[src/rtl/pipeline_exe_muldiv_pkg.sv]
// Shared encodings for the EXE stage: ALU op codes, DMEM access types, result-source bits, forwarding selects.
package pipeline_exe_muldiv_pkg;

    typedef enum logic [4:0] {
        ALU_ADD    = 5'd0,
        ALU_SUB    = 5'd1,
        ALU_SLL    = 5'd2,
        ALU_SLT    = 5'd3,
        ALU_SLTU   = 5'd4,
        ALU_XOR    = 5'd5,
        ALU_SRL    = 5'd6,
        ALU_SRA    = 5'd7,
        ALU_OR     = 5'd8,
        ALU_AND    = 5'd9,
        ALU_MUL    = 5'd10,
        ALU_MULH   = 5'd11,
        ALU_MULHSU = 5'd12,
        ALU_MULHU  = 5'd13,
        ALU_DIV    = 5'd14,
        ALU_DIVU   = 5'd15,
        ALU_REM    = 5'd16,
        ALU_REMU   = 5'd17
    } alu_op_e;

    localparam logic [3:0] DMEM_LB  = 4'd0;
    localparam logic [3:0] DMEM_LH  = 4'd1;
    localparam logic [3:0] DMEM_LW  = 4'd2;
    localparam logic [3:0] DMEM_LBU = 4'd3;
    localparam logic [3:0] DMEM_LHU = 4'd4;
    localparam logic [3:0] DMEM_SB  = 4'd5;
    localparam logic [3:0] DMEM_SH  = 4'd6;
    localparam logic [3:0] DMEM_SW  = 4'd7;
    localparam logic [3:0] DMEM_NO  = 4'hF;

    localparam int RESULT_SRC_ALU = 0;
    localparam int RESULT_SRC_IMM = 1;
    localparam int RESULT_SRC_MEM = 2;
    localparam int RESULT_SRC_PC4 = 3;

    localparam logic [1:0] FWD_RF = 2'b00;
    localparam logic [1:0] FWD_M  = 2'b01;
    localparam logic [1:0] FWD_WB = 2'b10;

    typedef enum logic [1:0] {
        DIV_IDLE = 2'd0,
        DIV_BUSY = 2'd1,
        DIV_DONE = 2'd2
    } div_state_e;

    function automatic logic is_div_op(input logic [4:0] op);
        return (op == ALU_DIV) || (op == ALU_DIVU) || (op == ALU_REM) || (op == ALU_REMU);
    endfunction

endpackage

[src/rtl/rv32_divider.sv]
// Iterative restoring RV32M divider on operand magnitudes, one quotient bit per cycle, sign fixed up at the end.
// Operands are captured on start; flush aborts to IDLE and drops any partial result.
module rv32_divider
    import pipeline_exe_muldiv_pkg::*;
#(
    parameter int DIV_CYCLES = 32
) (
    input  logic        clk,
    input  logic        resetn,
    input  logic        flush,
    input  logic        start,
    input  logic        is_signed,
    input  logic        rem_sel,
    input  logic [31:0] a,
    input  logic [31:0] b,
    output logic        busy,
    output logic        done,
    output logic [31:0] result
);

    localparam logic [4:0] LAST_STEP = 5'(DIV_CYCLES - 1);

    div_state_e  state, state_nxt;
    logic [31:0] quo, rem, dvsr;
    logic [4:0]  cnt;
    logic        neg_q, neg_r, rem_q;
    logic [32:0] trial;
    logic [31:0] a_mag, b_mag;

    assign a_mag = (is_signed && a[31]) ? -a : a;
    assign b_mag = (is_signed && b[31]) ? -b : b;
    assign trial = {rem, quo[31]} - {1'b0, dvsr};

    always_ff @(posedge clk) begin
        if (!resetn) state <= DIV_IDLE;
        else         state <= state_nxt;
    end

    always_comb begin
        state_nxt = state;
        case (state)
            DIV_IDLE: if (start) state_nxt = DIV_BUSY;
            DIV_BUSY: if (cnt == LAST_STEP) state_nxt = DIV_DONE;
            DIV_DONE: state_nxt = DIV_IDLE;
            default:  state_nxt = DIV_IDLE;
        endcase
        if (flush) state_nxt = DIV_IDLE;
    end

    // Divide-by-zero falls out naturally: every trial subtract succeeds, giving all-ones and rem = dividend.
    always_ff @(posedge clk) begin
        if (state == DIV_IDLE && start) begin
            quo   <= a_mag;
            rem   <= '0;
            dvsr  <= b_mag;
            neg_q <= is_signed && (a[31] ^ b[31]) && (b != '0);
            neg_r <= is_signed && a[31];
            rem_q <= rem_sel;
            cnt   <= '0;
        end else if (state == DIV_BUSY) begin
            cnt <= cnt + 5'd1;
            if (!trial[32]) begin
                rem <= trial[31:0];
                quo <= {quo[30:0], 1'b1};
            end else begin
                rem <= {rem[30:0], quo[31]};
                quo <= {quo[30:0], 1'b0};
            end
        end
    end

    assign busy   = (state == DIV_IDLE && start) || (state == DIV_BUSY);
    assign done   = (state == DIV_DONE);
    assign result = rem_q ? (neg_r ? -rem : rem) : (neg_q ? -quo : quo);

endmodule

[src/rtl/pipeline_exe_muldiv.sv]
// EXE stage: operand forwarding, RV32I ALU, single-cycle multiplier, iterative divider, EX/MEM register.
// Stalls the front end while a divide is in flight; flush and reset load a bubble and abort the divide.
module pipeline_exe_muldiv
    import pipeline_exe_muldiv_pkg::*;
#(
    parameter int DIV_CYCLES = 32
) (
    input  logic        clk,
    input  logic        resetn,
    input  logic        flush_e_i,
    input  logic [31:0] rs1_d_i,
    input  logic [31:0] rs2_d_i,
    input  logic [31:0] imm_d_i,
    input  logic [31:0] pc_d_i,
    input  logic [31:0] pc_plus_d_i,
    input  logic [4:0]  alu_op_d_i,
    input  logic        alu_src_a_d_i,
    input  logic        alu_src_b_d_i,
    input  logic [1:0]  fwd_a_sel_i,
    input  logic [1:0]  fwd_b_sel_i,
    input  logic [31:0] bypass_m_i,
    input  logic [31:0] wb_result_i,
    input  logic [3:0]  dmem_type_d_i,
    input  logic        reg_write_en_d_i,
    input  logic [4:0]  rd_idx_d_i,
    input  logic [3:0]  result_src_d_i,
    output logic        stall_e_o,
    output logic [31:0] alu_result_e_o,
    output logic [31:0] alu_calculation_e_o,
    output logic [31:0] rs2_e_o,
    output logic [31:0] extended_imm_e_o,
    output logic [31:0] pc_plus_e_o,
    output logic [3:0]  dmem_type_e_o,
    output logic        reg_write_en_e_o,
    output logic [4:0]  rd_idx_e_o,
    output logic [3:0]  result_src_e_o
);

    logic [31:0] fwd_rs1, fwd_rs2, src_a, src_b, alu_res, div_result;
    logic [63:0] mul_a, mul_b, product;
    logic        a_signed, b_signed, div_start, div_busy, div_done;

    always_comb begin
        case (fwd_a_sel_i)
            FWD_M:   fwd_rs1 = bypass_m_i;
            FWD_WB:  fwd_rs1 = wb_result_i;
            default: fwd_rs1 = rs1_d_i;
        endcase
        case (fwd_b_sel_i)
            FWD_M:   fwd_rs2 = bypass_m_i;
            FWD_WB:  fwd_rs2 = wb_result_i;
            default: fwd_rs2 = rs2_d_i;
        endcase
    end

    assign src_a = alu_src_a_d_i ? pc_d_i  : fwd_rs1;
    assign src_b = alu_src_b_d_i ? imm_d_i : fwd_rs2;

    // One 64x64 multiply on sign/zero-extended operands covers all four MUL variants.
    assign a_signed = (alu_op_d_i == ALU_MULH) || (alu_op_d_i == ALU_MULHSU);
    assign b_signed = (alu_op_d_i == ALU_MULH);
    assign mul_a    = {{32{a_signed & src_a[31]}}, src_a};
    assign mul_b    = {{32{b_signed & src_b[31]}}, src_b};
    assign product  = mul_a * mul_b;

    always_comb begin
        alu_res = '0;
        case (alu_op_d_i)
            ALU_ADD:    alu_res = src_a + src_b;
            ALU_SUB:    alu_res = src_a - src_b;
            ALU_SLL:    alu_res = src_a << src_b[4:0];
            ALU_SRL:    alu_res = src_a >> src_b[4:0];
            ALU_SRA:    alu_res = $signed(src_a) >>> src_b[4:0];
            ALU_SLT:    alu_res = {31'd0, $signed(src_a) < $signed(src_b)};
            ALU_SLTU:   alu_res = {31'd0, src_a < src_b};
            ALU_XOR:    alu_res = src_a ^ src_b;
            ALU_OR:     alu_res = src_a | src_b;
            ALU_AND:    alu_res = src_a & src_b;
            ALU_MUL:    alu_res = product[31:0];
            ALU_MULH,
            ALU_MULHSU,
            ALU_MULHU:  alu_res = product[63:32];
            default:    alu_res = '0;
        endcase
    end

    assign div_start = is_div_op(alu_op_d_i) && !flush_e_i && resetn;

    rv32_divider #(
        .DIV_CYCLES (DIV_CYCLES)
    ) u_div (
        .clk       (clk),
        .resetn    (resetn),
        .flush     (flush_e_i),
        .start     (div_start),
        .is_signed ((alu_op_d_i == ALU_DIV) || (alu_op_d_i == ALU_REM)),
        .rem_sel   ((alu_op_d_i == ALU_REM) || (alu_op_d_i == ALU_REMU)),
        .a         (fwd_rs1),
        .b         (fwd_rs2),
        .busy      (div_busy),
        .done      (div_done),
        .result    (div_result)
    );

    assign stall_e_o = div_busy && !flush_e_i && resetn;

    always_ff @(posedge clk) begin
        if (!resetn || flush_e_i) begin
            alu_result_e_o      <= '0;
            alu_calculation_e_o <= '0;
            rs2_e_o             <= '0;
            extended_imm_e_o    <= '0;
            pc_plus_e_o         <= '0;
            dmem_type_e_o       <= DMEM_NO;
            reg_write_en_e_o    <= 1'b0;
            rd_idx_e_o          <= '0;
            result_src_e_o      <= '0;
        end else begin
            alu_result_e_o      <= div_done ? div_result : alu_res;
            alu_calculation_e_o <= fwd_rs1 + imm_d_i;
            rs2_e_o             <= fwd_rs2;
            extended_imm_e_o    <= imm_d_i;
            pc_plus_e_o         <= pc_plus_d_i;
            rd_idx_e_o          <= rd_idx_d_i;
            dmem_type_e_o       <= stall_e_o ? DMEM_NO : dmem_type_d_i;
            reg_write_en_e_o    <= reg_write_en_d_i && !stall_e_o;
            result_src_e_o      <= stall_e_o ? 4'd0 : result_src_d_i;
        end
    end

endmodule

[config.mk]
export PLATFORM = sky130hd
export DESIGN_NAME = pipeline_exe_muldiv
export DESIGN_NICKNAME = d
export VERILOG_FILES = /design/src/rtl/pipeline_exe_muldiv_pkg.sv /design/src/rtl/rv32_divider.sv /design/src/rtl/pipeline_exe_muldiv.sv
export SDC_FILE = /design/constraint.sdc
export NUM_CORES = 2
export LEC_CHECK = 0
export ABC_CLOCK_PERIOD_IN_PS = 14600
export BUFFER_PORTS_ARGS = -buffer_cell sky130_fd_sc_hd__buf_4
export CORE_MARGIN = 5
export CORE_UTILIZATION = 50
export CTS_CLUSTER_SIZE = 12
export DETAILED_ROUTE_END_ITERATION = 16
export HOLD_SLACK_MARGIN = 0.08
export PLACE_DENSITY = 0.67
export SYNTH_ARGS = -nofsm -noshare
export SYNTH_HDL_FRONTEND = slang
export SYNTH_HIERARCHICAL = 1
export SYNTH_SLANG_ARGS = --single-unit
[constraint.sdc]
create_clock -name clk -period 14.6 [get_ports clk]
set_input_delay 2.92 -clock clk [delete_from_list [all_inputs] [get_ports clk]]
set_output_delay 2.92 -clock clk [all_outputs]
set_load 0.01 [all_outputs]
# ---- After elaboration in Yosys (flattened, before gate mapping)
# Index checks and enable logic that the tools add are counted.
dict set report totals {
  regBits 280
  inputBits 252
  output_inout_bits 175
}
dict set report classes {
  n_addsub 9
  mul 1
  n_lt_le_gt_ge 2
  eq_ne 26
  shift 3
  muxes 18
  bitwise 7
  reduce_logical 29
}
# op count
set ops {}
lappend ops {{$pmux W32 S12} 1}
lappend ops {{$mux W32} 11}
lappend ops {{$neg A32 Y32} 4}
lappend ops {{$pmux W32 S2} 2}
lappend ops {{$add A32 B32 Y32} 2}
lappend ops {{$lt A32 B32 Y1} 2}
lappend ops {{$mul A33 B33 Y64} 1}
lappend ops {{$eq A5 B4 Y1 const B} 8}
lappend ops {{$sub A33 B32 Y33} 1}
lappend ops {{$and A32 B32 Y32} 1}
lappend ops {{$or A32 B32 Y32} 1}
lappend ops {{$reduce_bool A32 Y1} 1}
lappend ops {{$shl A32 B5 Y32} 1}
lappend ops {{$shr A32 B5 Y32} 1}
lappend ops {{$sshr A32 B5 Y32} 1}
lappend ops {{$sub A32 B32 Y32} 1}
lappend ops {{$xor A32 B32 Y32} 1}
lappend ops {{$eq A5 B3 Y1 const B} 4}
lappend ops {{$eq A5 B5 Y1 const B} 3}
lappend ops {{$eq A5 B2 Y1 const B} 2}
lappend ops {{$logic_and A1 B1 Y1} 10}
lappend ops {{$logic_or A1 B1 Y1} 8}
lappend ops {{$eq A2 B1 Y1 const B} 3}
lappend ops {{$eq A2 B2 Y1 const B} 3}
lappend ops {{other kinds (16)} 22}

# ---- Logic depth before layout (Yosys ltp)
dict set report depth {
  depth_word 12
  ltp_mapped 43
}

# ---- Cells and area by module
# The synthesis kept the hierarchy.
# mod n_inst cells_each area_each_um2 seq_area_each_um2
set modules_own_cells {}
lappend modules_own_cells {pipeline_exe_muldiv 1 6650 54140.7 3483.3}
lappend modules_own_cells {rv32_divider 1 1049 8608.3 2792.7}

# ---- Worst setup path before layout
# Ideal clock, no wire load.
dict set report synth_timing {
  kind {input-to-reg}
  from {in fwd_b_sel_i[0]}
  to {reg alu_result_e_o[22]}
  setup_time_ns 0.122
  arrival_time_ns 12.324
  required_ns 14.478
  path_slack_ns 2.154
  stages 37
  cell_sequence {inv_1 ha_1 buf_2 o21a_1 o21ai_1 clkbuf_1 clkbuf_1 clkbuf_1 buf_1 clkbuf_1 nand2_1 fa_1 fa_1 inv_1 fa_1 inv_1 fa_1 inv_1 fa_1 fa_1 fa_1 inv_1 fa_1 inv_1 ha_1 nand2_1 nor4_1 a221oi_1 o31ai_1 o2bb2ai_1 a311o_1 a41oi_2 or4_1 nand3_2 a21oi_2 xnor2_1 a221o_1}
}
dict set report synth_via {
  elab_chain_len 7
  word_cells_on_any_way 16
}
# element line
set synth_rtl {}
lappend synth_rtl {{start: declaration} pipeline_exe_muldiv.sv:20} ;# input logic [1:0] fwd_b_sel_i,
lappend synth_rtl {{$eq A2 B2 Y1 / $eq A2 B1 Y1 (equally long branches)} pipeline_exe_muldiv.sv:49} ;# case (fwd_b_sel_i)
lappend synth_rtl {{$pmux W32 S2 *} pipeline_exe_muldiv.sv:49}
lappend synth_rtl {{$mux W32 *} pipeline_exe_muldiv.sv:57} ;# assign src_b = alu_src_b_d_i ? imm_d_i : fwd_rs2;
lappend synth_rtl {{$and A1 B1 Y1} pipeline_exe_muldiv.sv:63} ;# assign mul_b = {{32{b_signed & src_b[31]}}, src_b};
lappend synth_rtl {{$mul A33 B33 Y64} pipeline_exe_muldiv.sv:64} ;# assign product = mul_a * mul_b;
lappend synth_rtl {{$pmux W32 S12 *} pipeline_exe_muldiv.sv:68} ;# case (alu_op_d_i)
lappend synth_rtl {{$mux W32 *} pipeline_exe_muldiv.sv:119} ;# alu_result_e_o <= div_done ? div_result : alu_res;
lappend synth_rtl {{end signal: assignment} pipeline_exe_muldiv.sv:119}
lappend synth_rtl {{end: declaration} pipeline_exe_muldiv.sv:28} ;# output logic [31:0] alu_result_e_o,
# Mark *: on every way between the ends. The rest lies on a longest branch, timed or not.
# A chain may end at the register's enable or synchronous reset.

# ---- Worst setup path in the final report
# Ends and elaborated chain as after synthesis.

==> reports/metrics.cfg <==
[min_path]
hold_wc_path_type = reg2reg
holdPathStages = 2

[outcome]
violations = max-capacitance violations, max-slew violations
run_status = complete, but fails checks

[routing]
totalWireLength_mm = 293
drc = 0
ant_nets = 0
drt-wirelength-per-cell_um = 30.3
detail_route.vias_per_cell = 6.16
drtIter0Drc = 6911
vias = 59400
pre_antenna_drt_iters = 7

[setup_path]
worstPathRequired_ps = 15060
max_stage_delay_ps = 1020
timing.critical_path.fanout_max = 22
timing.critical_path.from_type = input port
timing.setup.critical_path_class = in2reg
cell_occurring_most_often_along_the_worst_timing_path = inv_1
timing.critical_path.slowest_stage_cell = a21oi_1
timing.critical_path.arrival_ps = 14170
critical_path.endpoint_type = register
r2r_cells = 16

[clock_tree]
cts_tree = yes
number_of_buffers_created_by_cts = 34
cts.root.buffer_cell = clkbuf_16
post-cts-setup-buffer-count = 0
cts-htree-levels = 2
clkSinkCount = 280
cts_resized = 0
cts_hold_buf = 0
worst_setup_hold_path_clk_slew_ps = 60
clock_path_buffers = 3
clk_latency_ps = 580

[logic_synthesis]
ys.warnings.count = 6
netlist_area_before_placement_um2 = 62700
postSynth.asyncResetShare_pct = 0
synth_sequential_area_ratio_pct = 10.0
syn_nets = 9462
synth.largest_area_cell = fa_1
synth_top_cells_by_area = fa_1, inv_1, ha_1, dfxtp_1, nand2_1
post_synth.cell_area_avg_um2 = 8.15
ys_dominant_reg_cell = dfxtp_1
synth-edff-count = 67
ys_ff_latch = 280
synth.lib_cells_used.distinct = 104
yosys.area.top_type_share_pct = 36.0
syn-instance-count = 7699

[floorplanning]
die_width_um = 364
core_area_um2 = 125000
num_rows = 130
initial_standard_cell_utilization_of_the_core_pct = 50.2
die_area_um2 = 133000
design.portCount = 427
die_height_um = 364

[global_route]
globalRoute.totalOverflow = 0
grt_max_degree = 78
grt_usage_pct = 43.6
grt_antenna_before_repair = 20
first_global_vias = 60400
global_route_wire_length_before_repair_mm = 418

[timing]
rsz0062_at_grt = no
max_slew_violation_total_from_the_final_report = 22
worst-slew-pin-transition_ps = 1520
post-route-min-period_ps = 13710
post-route-period-util_pct = 93.9
worst_clock_skew_ps = 21.0
max_clock_freq_ghz = 0.0729
final-setup-viol-count = 0
timing.slew.headroom_pct = -1.45
final-hold-violation-count = 0
tns_ps = 0

[run]
drv.max_cap_violation_count = 2

[final_layout]
drive_above_1_share_pct = 10.2
final_nets = 9715
syn2layout_area_growth_pct = 10.8

[placement]
finalWeightedCongestion = 1.10
dp_hpwl_mm = 238
numPortBuffers = 426

-- logic make-up (layout without fill, tap and decap cells) --
group,after synthesis,count (layout),synth area share [%]
and+or+nand+nor,2338,2338,15.8
buffers and inverters,1817,2095,11.0
adders and majority gates,1511,1511,43.6
AOI/OAI and AO/OA,1405,1405,14.6
DFF,280,280,10.0
xor gates and xnor gates,257,257,3.59
muxes,91,91,1.47
other,0,16,0
-- routing by layer --
metal / vias up / GRT usage (%) / wire length, um
li1: 24900 / - / -
met1: 29200 / 49.7 / 99500
met2: 3998 / 68.7 / 129000
met3: 1268 / 11.7 / 31900
met4: 8 / 36.5 / 31900
met5: - / 0 / 58
-- layout make-up --
class	count	area, um^2
diodes	16	40.0
clock buffers	50	962
clock inverters	11	124
fillers	11900	55500
inverters	1383	5190
multi-input cells	5602	50000
flip-flops and latches	280	6280
well taps	1650	2060
repair buffers	651	4920
-- registers in the layout (all words and copies together) (netlist names), 32 cells and up --
name	count
pc_plus_e_o	32
u_div/rem	32
u_div/dvsr	32
alu_result_e_o	32
rs2_e_o	32
alu_calculation_e_o	32
extended_imm_e_o	32
u_div/quo	32
-- synthesized netlist by cell type, types with 58 or more instances --
| cell type | n |
|---|---|
| inv_1 | 1355 |
| clkbuf_1 | 315 |
| a21o_1 | 81 |
| dfxtp_1 | 213 |
| xor2_1 | 100 |
| nor3_1 | 58 |
| mux2i_1 | 82 |
| ha_1 | 382 |
| edfxtp_1 | 67 |
| a22oi_1 | 79 |
| fa_1 | 1129 |
| o21ai_0 | 346 |
| nor2_1 | 782 |
| a21oi_1 | 376 |
| xnor2_1 | 157 |
| and2_1 | 93 |
| buf_1 | 77 |
| nand2_1 | 1109 |
| nand3_1 | 64 |
-- path summary, 6_finish.rpt --
| kind | from | endpoint | slack [ps] |
|---|---|---|---|
| min reg2reg | u_div/cnt[4]$_SDFFE_PP0P_ | u_div/cnt[4]$_SDFFE_PP0P_ | 470 |
| min | u_div/cnt[4]$_SDFFE_PP0P_ | u_div/cnt[4]$_SDFFE_PP0P_ | 470 |
| max | fwd_b_sel_i[0] | alu_result_e_o[22]$_SDFF_PP0_ | 890 |
| max reg2reg | u_div/quo[8]$_DFFE_PP_ | alu_result_e_o[31]$_SDFF_PP0_ | 9330 |
-- cells in the final DEF, fill, tap and decap left out, types with 19 or more instances in the layout --
cell	instances
a211oi_1	43
a21o_1	81
a21oi_1	374
a221oi_1	27
a22oi_1	79
a31oi_1	46
and2_1	92
buf_4	648
clkbuf_16	34
dfxtp_1	213
edfxtp_1	67
fa_1	1129
ha_1	380
inv_1	1353
mux2i_1	82
nand2_1	1108
nand2b_1	32
nand3_1	64
nand4_1	32
nor2_1	781
nor2b_1	39
nor3_1	57
nor4_1	19
o211ai_1	41
o21a_1	48
o21ai_0	343
o21bai_1	27
o221ai_1	22
o22ai_1	37
o31ai_1	36
or3_1	27
xnor2_1	156
xor2_1	100
-- per-stage QoR --
step	worst slack (ps)	area, um^2	cells	hold slack (ps)	util, %
4_1_cts	1370	69500	9627	474	55.6
6_report	890	69500	9643	469	55.6
2_1_floorplan	2150	62700	7699	440	-
3_5_place_dp	780	68400	9566	464	54.7
3_3_place_gp	954	68400	9566	450	54.7
5_1_grt	689	69500	9634	506	55.6
-- worst max-delay path: cells and delay by family --
kind	cells	cell delay, ps
AOI/OAI and AO/OA	10	2900
buffers and inverters	13	1550
and+or+nand+nor	5	1430
adders and majority gates	11	5140
xor gates and xnor gates	1	160
Power is left out: the tool's default activity adds up to more than one toggle a clock period on the data nets, which glitch-free logic cannot reach.
